[src/rtl/eth_rx_mac_filter.sv]
// rtl/eth_rx_mac_filter.sv - RX destination-address frame filter with pass/drop counters
module eth_rx_mac_filter #(
  parameter int COUNT_WIDTH = 32
) (
  input  logic                   clock,
  input  logic                   reset,
  input  logic [47:0]            mac_addr,
  input  logic                   promisc,
  input  logic                   accept_broadcast,
  input  logic                   accept_multicast,
  input  logic [63:0]            s_axis_tdata,
  input  logic [7:0]             s_axis_tkeep,
  input  logic                   s_axis_tvalid,
  output logic                   s_axis_tready,
  input  logic                   s_axis_tlast,
  input  logic                   s_axis_tuser,
  output logic [63:0]            m_axis_tdata,
  output logic [7:0]             m_axis_tkeep,
  output logic                   m_axis_tvalid,
  input  logic                   m_axis_tready,
  output logic                   m_axis_tlast,
  output logic                   m_axis_tuser,
  output logic [COUNT_WIDTH-1:0] frames_passed,
  output logic [COUNT_WIDTH-1:0] frames_dropped
);

  typedef enum logic [1:0] {IDLE, PASS, DROP} state_t;

  state_t      state;
  state_t      state_next;
  logic [47:0] dst;
  logic        in_hs;
  logic        is_bcast;
  logic        is_mcast;
  logic        is_runt;
  logic        addr_ok;
  logic        first_pass;
  logic        first_beat;
  logic        pass_beat;
  logic        drop_frame;

  // First octet on the wire lives in the low byte of tdata.
  assign dst = {s_axis_tdata[7:0],   s_axis_tdata[15:8],  s_axis_tdata[23:16],
                s_axis_tdata[31:24], s_axis_tdata[39:32], s_axis_tdata[47:40]};

  assign is_bcast   = (s_axis_tdata[47:0] == 48'hffff_ffff_ffff);
  assign is_mcast   = s_axis_tdata[0];
  assign is_runt    = s_axis_tlast && (s_axis_tkeep[5:0] != 6'h3f);
  assign addr_ok    = (dst == mac_addr) || (is_bcast && accept_broadcast) ||
                      (is_mcast && !is_bcast && accept_multicast);
  assign first_pass = promisc || (!is_runt && addr_ok);

  // DROP never needs the output slot, so it drains regardless of backpressure.
  assign s_axis_tready = (state == DROP) || !m_axis_tvalid || m_axis_tready;
  assign in_hs         = s_axis_tvalid && s_axis_tready;
  assign first_beat    = in_hs && (state == IDLE);
  assign pass_beat     = (first_beat && first_pass) || (in_hs && (state == PASS));
  assign drop_frame    = first_beat && !first_pass;

  always_ff @(posedge clock or posedge reset) begin
    if (reset) begin
      state <= IDLE;
    end else begin
      state <= state_next;
    end
  end

  always_comb begin
    state_next = state;
    case (state)
      IDLE: begin
        if (in_hs && !s_axis_tlast) begin
          state_next = first_pass ? PASS : DROP;
        end
      end
      PASS, DROP: begin
        if (in_hs && s_axis_tlast) begin
          state_next = IDLE;
        end
      end
      default: state_next = IDLE;
    endcase
  end

  always_ff @(posedge clock or posedge reset) begin
    if (reset) begin
      m_axis_tvalid <= 1'b0;
      m_axis_tdata  <= '0;
      m_axis_tkeep  <= '0;
      m_axis_tlast  <= 1'b0;
      m_axis_tuser  <= 1'b0;
    end else if (pass_beat) begin
      m_axis_tvalid <= 1'b1;
      m_axis_tdata  <= s_axis_tdata;
      m_axis_tkeep  <= s_axis_tkeep;
      m_axis_tlast  <= s_axis_tlast;
      m_axis_tuser  <= s_axis_tuser;
    end else if (m_axis_tready) begin
      m_axis_tvalid <= 1'b0;
    end
  end

  always_ff @(posedge clock or posedge reset) begin
    if (reset) begin
      frames_passed  <= '0;
      frames_dropped <= '0;
    end else begin
      if (pass_beat && s_axis_tlast) begin
        frames_passed <= frames_passed + 1'b1;
      end
      if (drop_frame) begin
        frames_dropped <= frames_dropped + 1'b1;
      end
    end
  end

endmodule

[config.mk]
export PLATFORM = sky130hd
export DESIGN_NAME = eth_rx_mac_filter
export DESIGN_NICKNAME = d
export VERILOG_FILES = /design/src/rtl/eth_rx_mac_filter.sv
export SDC_FILE = /design/constraint.sdc
export NUM_CORES = 1
export LEC_CHECK = 0
export ABC_CLOCK_PERIOD_IN_PS = 4500
export BUFFER_PORTS_ARGS = -buffer_cell sky130_fd_sc_hd__buf_2
export CAP_MARGIN = 15
export CORE_AREA = 8 8 131 133
export DETAILED_ROUTE_END_ITERATION = 10
export DIE_AREA = 0 0 139 141
export HOLD_SLACK_MARGIN = 0.06
export MAX_ROUTING_LAYER = met4
export PLACE_DENSITY = 0.74
export SETUP_SLACK_MARGIN = 0.15
export SYNTH_ARGS = -nofsm -noshare
export SYNTH_HDL_FRONTEND = slang
export SYNTH_SLANG_ARGS = --single-unit
[constraint.sdc]
create_clock -name clock -period 4.5 [get_ports clock]
set_input_delay 0.225 -clock clock [delete_from_list [all_inputs] [get_ports clock]]
set_output_delay 0.225 -clock clock [all_outputs]
set_load 0.1 [all_outputs]
-- Word level (Yosys, flattened, before mapping)
Index checks and enable logic that the tools add are counted.
W data, S select, Z words.
- register bits after elaboration: 141
- output and inout port bits: 140
- word-level logic and storage cells: 51
- add/sub/neg operators: 2
- equal/unequal tests: 7
- muxes and demuxes: 6
- reductions and logical operators: 28
- operator list (operator ; count):
    $add A32 B1 Y32 const B ; 2
    $eq A48 B48 Y1 ; 1
    $eq A48 B48 Y1 const B ; 1
    $logic_and A1 B1 Y1 ; 13
    $logic_or A1 B1 Y1 ; 6
    $mux W2 ; 3
    $ne A6 B6 Y1 const B ; 1
    $logic_not A1 Y1 ; 5
    $pmux W2 S2 ; 1
    $eq A2 B1 Y1 const B ; 1
    $eq A2 B2 Y1 const B ; 1
    $logic_not A2 Y1 ; 1
    $mux W1 ; 2
    $ne A2 B1 Y1 const B ; 1
    $ne A2 B2 Y1 const B ; 1
    $reduce_and A2 Y1 ; 1
    $reduce_bool A2 Y1 ; 1
    $reduce_or A2 Y1 ; 1

-- Depth between registers and ports, before layout
Gate-level depths: netlist of the first run.
- depth in word-level cells: 10
- mapped depth: 9
- gate-level depth less buffers: 8

-- Worst setup path before layout of the first run
OpenSTA, ideal clock, no wires.
- path kind: reg2reg
- from: register m_axis_tvalid
- to: register m_axis_tdata[0]
- library setup time: 0.126 ns
- arrival time: 3.056 ns
- slack: 1.318 ns
- stages on the path, launching flop included: 8
- period minus slack after synthesis: 3.182 ns
- cell sequence: dfrtp_1 > inv_1 > or3_1 > and2_1 > o21ai_2 > buf_2 > buf_2 > mux2_2
- word-level cells in the longest chain between the ends: 7
- elaborated cells between the ends (all ways): 8
- those cells by class: reduce/logical: 8
- ends and longest elaborated chain (what ; line ; text):
    from (decl) ; 19 ; output logic m_axis_tvalid,
    from (signal assigned) ; 87 ; m_axis_tvalid <= 1'b0;
    from (signal assigned) ; 93 ; m_axis_tvalid <= 1'b1;
    from (signal assigned) ; 99 ; m_axis_tvalid <= 1'b0;
    $logic_not A1 Y1 * ; 54 ; assign s_axis_tready = (state == DROP) || !m_axis_tvalid || m_axis_tready;
    $logic_or A1 B1 Y1 * (2 in a row) ; 54 ;
    named net s_axis_tready ; 14 ; output logic s_axis_tready,
    $logic_and A1 B1 Y1 * ; 55 ; assign in_hs = s_axis_tvalid && s_axis_tready;
    $logic_and A1 B1 Y1 ; 56 ; assign first_beat = in_hs && (state == IDLE);
    $logic_and A1 B1 Y1 ; 57 ; assign pass_beat = (first_beat && first_pass) || (in_hs && (state == PASS));
    $logic_or A1 B1 Y1 * ; 57 ;
    to (signal assigned) ; 94 ; m_axis_tdata <= s_axis_tdata;
    to (decl) ; 17 ; output logic [63:0] m_axis_tdata,
The timed path passes the listed nets; every way through them passes the cells marked *.
A chain may end at the register's enable or synchronous reset.

-- Worst setup path after layout of the first run
- from: input port s_axis_tkeep[1]
- to: register m_axis_tdata[27]
- word-level cells in the longest chain between the ends: 7
- ends and longest elaborated chain (what ; line ; text):
    from (decl) ; 12 ; input logic [7:0] s_axis_tkeep,
    $ne A6 B6 Y1 ; 48 ; assign is_runt = s_axis_tlast && (s_axis_tkeep[5:0] != 6'h3f);
    $logic_and A1 B1 Y1 ; 48 ;
    $logic_not A1 Y1 ; 51 ; assign first_pass = promisc || (!is_runt && addr_ok);
    $logic_and A1 B1 Y1 ; 51 ;
    $logic_or A1 B1 Y1 ; 51 ;
    $logic_and A1 B1 Y1 ; 57 ;
    $logic_or A1 B1 Y1 ; 57 ;
No other way between the ends.

==> results of run 1 <==
==> flip-flops by register name (all words and copies together) (netlist names) <==
signal	count
m_axis_tvalid	1
m_axis_tdata	64
frames_passed	32
m_axis_tuser	1
frames_dropped	32
state	2
m_axis_tlast	1
m_axis_tkeep	8
==> worst paths after layout <==
path,start,endpoint,slack (ns),depth (start not counted)
setup / recovery,s_axis_tkeep[1],m_axis_tdata[27]$_DFFE_PP0P_,1.56,9
hold / removal,reset,m_axis_tdata[48]$_DFFE_PP0P_,0.02,2
setup reg to reg,state[0]$_DFFE_PP0P_,m_axis_tdata[27]$_DFFE_PP0P_,1.81,7
hold reg to reg,frames_passed[31]$_DFFE_PP0P_,frames_passed[31]$_DFFE_PP0P_,0.47,1
max in group asynchronous,reset,m_axis_tdata[12]$_DFFE_PP0P_,3.46,3
min in group clock,s_axis_tkeep[0],m_axis_tkeep[0]$_DFFE_PP0P_,0.07,2
==> cell type report <==
class,count,area (µm²)
diodes,3,7.51
clock inverters,7,66.3
clock buffers,23,468
well taps,188,235
multi-input cells,385,2990
fillers,1255,5990
repair buffers,298,1630
flip-flops and latches,141,3530
inverters,18,72.6
==> per-layer routing <==
layer | vias up | track usage, % | routed length [µm]
li1 | 2581 | - | -
met1 | 2718 | 24.6 | 8360
met2 | 237 | 36.8 | 10600
met5 | - | - | 0
met3 | 35 | 5.20 | 1330
met4 | 0 | 9.65 | 589
==> per-stage QoR <==
step	utilization, %	area (µm²)	setup slack (ns)	hold WS, ns
floorplan	-	6640	0.494	0.321
global placement	54.8	8210	1.60	0.434
detailed placement	54.8	8210	1.56	0.440
CTS	60.0	8980	1.63	0.0606
global route	60.0	8990	1.43	0.0603
finish	60.0	8990	1.56	0.0215
==> synth_stat cells (2+ instances only) <==
cell	count	area share [%]
and4_1	4	0.53
o21ai_0	5	0.38
and2_1	3	0.28
inv_1	17	0.96
nand2_1	37	2.1
xor2_1	47	6.2
clkbuf_1	2	0.11
nor3b_1	5	0.57
mux2_2	75	13
nor4b_1	3	0.40
buf_2	13	0.98
nor4_2	3	0.57
dfrtp_1	141	53
and3_1	2	0.19
nand3_1	19	1.4
nor3_1	32	2.4
ha_1	5	0.94
xnor2_1	63	8.3
nor4_1	19	1.8
nor2_1	13	0.73
nand4_1	31	2.9
or3_1	3	0.28
==> logic make-up after synthesis <==
family	after synthesis	share of synthesized area, %
buffers and inverters	33	2.11
and+or+nand+nor	180	14.9
xor gates and xnor gates	110	14.5
adders and majority gates	5	0.942
muxes	75	12.7
DFF	141	53.1
AOI/OAI and AO/OA	15	1.64
==> critical path: cells and delay by family <==
kind | cells | cell delay [ns]
buffers and inverters | 3 | 1.20
AND/OR/NAND/NOR | 2 | 0.40
multiplexers | 1 | 0.40
AO/OA/AOI/OAI | 3 | 0.96
==> report_power, final <==
part / total, mW / leakage [nW] / switching (mW) / internal [mW]
Clock: 1.28 / 0.263 / 0.498 / 0.780
Combinational: 4.34 / 2.44 / 3.56 / 0.777
Sequential: 1.91 / 1.73 / 0.243 / 1.66
Total: 7.52 / 4.44 / 4.30 / 3.22
==> timing repair <==
action                    4_1_cts  5_1_grt
buffers inserted                0        0
hold buffers                   24        0
hold endpoints to repair       24        0
==> impl_metrics.env, run 1 <==
export IMPL_die_x_um=139
export IMPL_hpwl_um=16100
export IMPL_synth_seq_cells=141
export IMPL_async_reset_ff_share_pct=100
export IMPL_synthesis_nets=693
export IMPL_slowest_stage="buf_4"
export IMPL_vdd_ir_drop_max_mv=0.632
export IMPL_syn_cell_area_um2=6640
export IMPL_fin_nets=995
export IMPL_fin_cells=1063
export IMPL_synth_seq_area_share_pct=53.1
export IMPL_grt_pass1_vias=5949
export IMPL_relSlewSlack_pct=37.0
export IMPL_end_kind="register"
export IMPL_core_um2=15000
export IMPL_critical_path_max_fanout=40
export IMPL_drt_initial_drc_count=210
export IMPL_wire_per_inst_um=19.6
export IMPL_cts_root_buf="clkbuf_16"
export IMPL_die_area_um2=19600
export IMPL_finalCriticalPeriod_ns=2.94
export IMPL_crit_chain="dlygate4sd3_1 > buf_2 > nand4_1 > o21ai_0 > and2_1 > a41o_1 > o21ai_4 > buf_4 > mux2_2"
export IMPL_finalHoldViolCount=0
export IMPL_min_path_type="in2async"
export IMPL_dr_pass1_iters=5
export IMPL_grt_start_max_net_pins=107
export IMPL_start_util_pct=44.3
export IMPL_post_synth_num_cell_types=39
export IMPL_grt_total_usage_pct=21.9
export IMPL_grt_pass1_wl_um=32500
export IMPL_totalNegativeSetupSlack_ns=0
export IMPL_status="finished clean"
export IMPL_routed_wl_um=20900
export IMPL_chipHeight_um=141
export IMPL_cp_arrival_ns=3.22
export IMPL_htree_levels=4
export IMPL_placed_cells=1006
export IMPL_synth_edf_count=0
export IMPL_rsz0062_at_grt="no"
export IMPL_period_share_pct=65.3
export IMPL_cts_clk_slew_worst_paths_ns=0.06
export IMPL_antenna_found_initial=2
export IMPL_fin_total_pwr_mw=7.52
export IMPL_drc=0
export IMPL_pin_count=269
export IMPL_max_stage_delay_ns=0.54
export IMPL_drive_gt1_share_pct=44.0
export IMPL_synth_cells=559
export IMPL_insertion_delay_ns=0.41
export IMPL_worst_setup_path_type="in2reg"
export IMPL_postRouteAntennaNets=0
export IMPL_cts_tree="yes"
export IMPL_finClkSkew_ns=0.00873
export IMPL_ys_warnings_count=0
export IMPL_finalSetupViolations=0
export IMPL_drv_cap=0
export IMPL_layout_cells_most_common="buf_2"
export IMPL_start_kind="input port"
export IMPL_vias=5571
export IMPL_p_leak_nw=4.44
export IMPL_io_buffers=268
export IMPL_final_cell_mix="268 x buf_2, 141 x dfrtp_1, 75 x mux2_2"
export IMPL_rows=45
export IMPL_syn2layout_area_growth_pct=35.4
export IMPL_avgSynthCellArea_um2=11.9
export IMPL_overflow=0
export IMPL_final_max_slew_viol_count=0
export IMPL_numClockSinks=141
export IMPL_cts_buffer_depth=2
export IMPL_worst_slew_pin_slew_ns=0.945
export IMPL_vias_per_cell=5.24
export IMPL_max_freq_mhz=340
export IMPL_ys_flop_type="dfrtp_1"
export IMPL_required_ns=4.78
export IMPL_numCtsBuffers=17
export IMPL_power_density_nw_per_um2=837
export IMPL_place_gp_congestion=0.884
export IMPL_cts_resized=0
No activity file was read; power rests on OpenSTA's default activity.
==> run 2: changes to the inputs <==
Settings changed: ABC_CLOCK_PERIOD_IN_PS 4500 to 2900.
Clock period 4.5 ns to 2.9 ns, I/O delays scaled along.
==> impl_metrics.env, run 2 (same netlist as run 1, synthesis figures left out) <==
export IMPL_status="finished clean"
export IMPL_drc=0
export IMPL_multi_input_area_um2=3000
export IMPL_start_util_pct=44.3
export IMPL_pin_count=269
export IMPL_period_share_pct=90.4
export IMPL_finClkSkew_ns=0.00874
export IMPL_postRouteAntennaNets=0
export IMPL_placed_cells=1014
export IMPL_post_cts_setup_buffers=0
export IMPL_swShare_pct=56.7
export IMPL_vdd_ir_drop_max_mv=1.06
export IMPL_drive_gt1_share_pct=43.5
export IMPL_critical_path_max_fanout=10
export IMPL_core_um2=15000
export IMPL_cp_arrival_ns=2.96
export IMPL_reg2reg_slack_ns=0.37
export IMPL_numCtsBuffers=17
export IMPL_htree_levels=4
export IMPL_chipHeight_um=141
export IMPL_stdcell_area_um2=9620
export IMPL_cts_tree="yes"
export IMPL_reg_top3="m_axis_tdata: 64 flops, frames_dropped: 32 flops, frames_passed: 32 flops"
export IMPL_hpwl_um=16600
export IMPL_power_frac_seq_pct=24.8
export IMPL_place_gp_congestion=0.900
export IMPL_rsz0062_at_grt="yes"
export IMPL_io_buffers=268
export IMPL_finalHoldViolCount=0
export IMPL_comb_power_share_pct=57.4
export IMPL_drv_cap=0
export IMPL_totalNegativeSetupSlack_ns=0
export IMPL_fin_cells=1122
export IMPL_grt_total_usage_pct=23.2
export IMPL_worst_setup_path_type="in2reg"
export IMPL_wire_per_inst_um=19.9
export IMPL_worst_slew_pin_slew_ns=0.711
export IMPL_required_ns=3.24
export IMPL_p_leak_nw=4.70
export IMPL_drt_initial_drc_count=285
export IMPL_register_area_um2=3540
export IMPL_insertion_delay_ns=0.41
export IMPL_antenna_found_initial=3
export IMPL_fin_nets=1052
export IMPL_vias=5850
export IMPL_largest_register_ffs=64
export IMPL_min_path_type="in2reg"
export IMPL_power_switching_mw=6.76
export IMPL_end_kind="register"
export IMPL_start_kind="input port"
export IMPL_r2r_worst_path_cells=7
export IMPL_grt_start_max_net_pins=55
export IMPL_finalCriticalPeriod_ns=2.62
export IMPL_die_area_um2=19600
export IMPL_grt_pass1_vias=6176
export IMPL_largest_register="m_axis_tdata"
export IMPL_cts_buffer_depth=2
export IMPL_overflow=0
export IMPL_vias_per_cell=5.21
export IMPL_placed_area_um2=8290
export IMPL_dr_pass1_iters=4
export IMPL_rows=45
export IMPL_final_cell_mix="268 x buf_2, 135 x dfrtp_1, 75 x mux2_2"
export IMPL_cts_root_buf="clkbuf_16"
export IMPL_power_density_nw_per_um2=1240
export IMPL_cts_clk_slew_worst_paths_ns=0.06
export IMPL_final_max_slew_viol_count=0
export IMPL_grt_pass1_wl_um=34500
export IMPL_finalSetupViolations=0
export IMPL_fillers=1151
export IMPL_hold_depth=2
export IMPL_layout_cells_most_common="buf_2"
export IMPL_syn2layout_area_growth_pct=44.9
export IMPL_routed_wl_um=22300
export IMPL_timing_hold_ws_ns=0.0901
export IMPL_die_x_um=139
export IMPL_max_freq_mhz=382
export IMPL_p_int_mw=5.17
export IMPL_numClockSinks=141
export IMPL_relSlewSlack_pct=52.6
export IMPL_power_frac_clock_pct=17.8
==> run 2: worst paths after layout <==
kind	startpoint	end
worst max-delay path	s_axis_tkeep[3]	frames_passed[20]$_DFFE_PP0P_
worst min-delay path	s_axis_tdata[12]	m_axis_tdata[12]$_DFFE_PP0P_
worst max register to register	state[0]$_DFFE_PP0P_	m_axis_tdata[25]$_DFFE_PP0P_
worst min register to register	frames_dropped[31]$_DFFE_PP0P_	frames_dropped[31]$_DFFE_PP0P_
max in group asynchronous	reset	m_axis_tdata[12]$_DFFE_PP0P_
min in group asynchronous	reset	state[0]$_DFFE_PP0P_
==> run 2: routing by layer <==
metal  track usage, %  wire length, µm  vias up
li1                 -                -     2706
met1             25.4             8890     2826
met2             39.2            11000      270
met3             6.55             1580       48
met4             10.2              798        0
met5                -                0        -
==> run 2: layout make-up <==
class	instances	area share [%]
repair buffers	355	22.8
well taps	188	2.45
diodes	3	0.0780
multi-input cells	385	31.2
inverters	18	0.741
clock inverters	11	1.22
flip-flops and latches	141	36.8
clock buffers	21	4.79
==> run 2: repair_timing <==
item / CTS / global route
hold endpoints to repair: 130 / 0
hold buffers: 72 / 0
setup endpoints to repair: 0 / 58
gates resized for setup: 0 / 2
==> run 2: power groups by stage <==
stage / clock network (mW) / logic (mW) / registers [mW]
after floorplan: 0 / 1.18 / 7.32
after global placement: 0 / 6.70 / 2.94
after detailed placement: 0 / 6.75 / 2.97
after CTS: 2.17 / 6.84 / 2.94
after global routing: 2.25 / 7.04 / 3.03
final: 2.13 / 6.85 / 2.96
==> run 2: worst max-delay path, stage by stage <==
cell and delay, ns:
dlygate4sd3_1 0.53, buf_2 0.12, nand4_1 0.17, o21ai_0 0.40, nand2_1 0.16, nor3b_2 0.38, nor2_1 0.25, buf_6 0.21
nor4b_1 0.42, xor2_1 0.18
==> run 2: stage by stage <==
| step | utilization, % | setup WS [ns] | total power, mW |
|---|---|---|---|
| 3_5_place_dp | 55.4 | 0.131 | 9.72 |
| 6_report | 64.2 | 0.280 | 11.9 |
| 3_3_place_gp | 55.4 | 0.139 | 9.64 |
| 5_1_grt | 64.2 | 0.0490 | 12.3 |
| 2_1_floorplan | - | 0.153 | 8.50 |
| 4_1_cts | 64.0 | 0.171 | 11.9 |
==> run 3: changes to the inputs <==
==> constraint.sdc (replaced) <==
create_clock -name clock -period 2.9 [get_ports clock]
set_input_delay 0.435 -clock clock [delete_from_list [all_inputs] [get_ports clock]]
set_output_delay 0.435 -clock clock [all_outputs]
set_load 0.1 [all_outputs]
==> impl_metrics.env, run 3 (same netlist as run 1, synthesis figures left out) <==
export IMPL_status="finished clean"
export IMPL_vias=5527
export IMPL_setup_slack_ns=0.414
export IMPL_totalNegativeSetupSlack_ns=0
export IMPL_hold_buffers=1
export IMPL_grt_pass1_wl_um=32600
export IMPL_rsz0062_at_grt="no"
export IMPL_layout_cells_most_common="buf_2"
export IMPL_core_um2=15000
export IMPL_r2r_worst_path_cells=7
export IMPL_post_route_util_pct=60.4
export IMPL_end_kind="register"
export IMPL_drc=0
export IMPL_finalSetupViolations=0
export IMPL_worst_setup_path_type="in2reg"
export IMPL_io_buffers=268
export IMPL_numCtsBuffers=17
export IMPL_required_ns=3.22
export IMPL_fillers=1293
export IMPL_numClockSinks=141
export IMPL_start_kind="input port"
export IMPL_chipHeight_um=141
export IMPL_dp_slack_ns=0.0183
export IMPL_vias_per_cell=5.21
export IMPL_relSlewSlack_pct=41.9
export IMPL_overflow=0
export IMPL_cts_buffer_depth=2
export IMPL_fin_nets=990
export IMPL_post_cts_setup_buffers=0
export IMPL_insertion_delay_ns=0.41
export IMPL_final_max_slew_viol_count=0
export IMPL_antenna_found_initial=4
export IMPL_fin_total_pwr_mw=11.9
export IMPL_rows=45
export IMPL_critical_path_max_fanout=12
export IMPL_min_path_type="in2reg"
export IMPL_grt_pass1_vias=5791
export IMPL_max_freq_mhz=402
export IMPL_rr_startpoint="state[0]$_DFFE_PP0P_"
export IMPL_cts_resized=0
export IMPL_start_util_pct=44.3
export IMPL_routed_wl_um=20900
export IMPL_die_x_um=139
export IMPL_reg_top3="m_axis_tdata: 64 flops, frames_dropped: 32 flops, frames_passed: 32 flops"
export IMPL_finalHoldViolCount=0
export IMPL_worstSetupStartpoint="s_axis_tdata[14]"
export IMPL_largest_register_ffs=64
export IMPL_drive_gt1_share_pct=47.5
export IMPL_cts_clk_slew_worst_paths_ns=0.06
export IMPL_power_density_nw_per_um2=1320
export IMPL_syn2layout_area_growth_pct=36.3
export IMPL_finClkSkew_ns=0.00671
export IMPL_period_share_pct=85.7
export IMPL_place_gp_congestion=0.920
export IMPL_die_area_um2=19600
export IMPL_grt_start_max_net_pins=49
export IMPL_cts_root_buf="clkbuf_16"
export IMPL_worst_slew_pin_slew_ns=0.868
export IMPL_hpwl_um=16600
export IMPL_pin_count=269
export IMPL_largest_register="m_axis_tdata"
export IMPL_cp_arrival_ns=2.81
export IMPL_finalCriticalPeriod_ns=2.49
export IMPL_vdd_ir_drop_max_mv=1.29
export IMPL_grt_total_usage_pct=21.9
export IMPL_postRouteAntennaNets=0
export IMPL_final_cell_mix="268 x buf_2, 135 x dfrtp_1, 75 x mux2_2"
export IMPL_endpoint="frames_passed[20]$_DFFE_PP0P_"
export IMPL_p_leak_nw=4.47
export IMPL_wire_per_inst_um=19.7
export IMPL_drt_initial_drc_count=268
export IMPL_htree_levels=4
export IMPL_drv_cap=0
export IMPL_reg2reg_slack_ns=0.47
export IMPL_regToRegEndpoint="m_axis_tkeep[7]$_DFFE_PP0P_"
export IMPL_cts_tree="yes"
export IMPL_dr_pass1_iters=4
[run 3: critical path, stage by stage]
cell and delay [ns]:
buf_2 0.11, buf_4 0.13, xnor2_1 0.26, nand4_1 0.13
nor4_1 0.38, buf_4 0.19, a41o_1 0.23, nor2_1 0.21
nor4b_1 0.49, xor2_1 0.23
[run 3: worst min path at each step]
stage | startpoint | end | slack, ns | cells after the start
finish | m_axis_tready | m_axis_tvalid$_DFFE_PP0P_ | 0.22 | 2
detailed placement | frames_dropped[5]$_DFFE_PP0P_ | frames_dropped[5]$_DFFE_PP0P_ | 0.47 | 1
global placement | m_axis_tlast$_DFFE_PP0P_ | m_axis_tlast$_DFFE_PP0P_ | 0.46 | 2
floorplan | state[0]$_DFFE_PP0P_ | state[0]$_DFFE_PP0P_ | 0.50 | 2
CTS | m_axis_tready | m_axis_tvalid$_DFFE_PP0P_ | 0.19 | 2
global route | m_axis_tready | m_axis_tvalid$_DFFE_PP0P_ | 0.21 | 2
[run 3: layout make-up]
type,instances,area (µm²),area share (%)
multi-input cells,385,2990,33.0
inverters,18,71.3,0.788
flip-flops and latches,141,3540,39.1
well taps,188,235,2.60
clock buffers,22,474,5.24
diodes,4,10.0,0.111
clock inverters,10,138,1.52
repair buffers,293,1590,17.6
[run 3: per-stage QoR]
step           hold slack (ns)  std cells  area [µm²]
2_1_floorplan            0.498        559        6660
3_3_place_gp             0.458       1024        8420
3_5_place_dp             0.465       1024        8420
4_1_cts                  0.192       1057        9040
5_1_grt                  0.215       1061        9050
6_report                 0.219       1061        9050
[run 3: per-layer routing]
layer	wire [µm]	global-route usage, %
met1	8510	24.5
met2	10300	36.3
met3	1470	6.41
met4	581	9.71
met5	0	-
[run 3: where the power goes]
group	internal (mW)	switching [mW]
Clock	1.42	0.813
Combinational	1.25	5.52
Sequential	2.59	0.361
Total	5.26	6.69
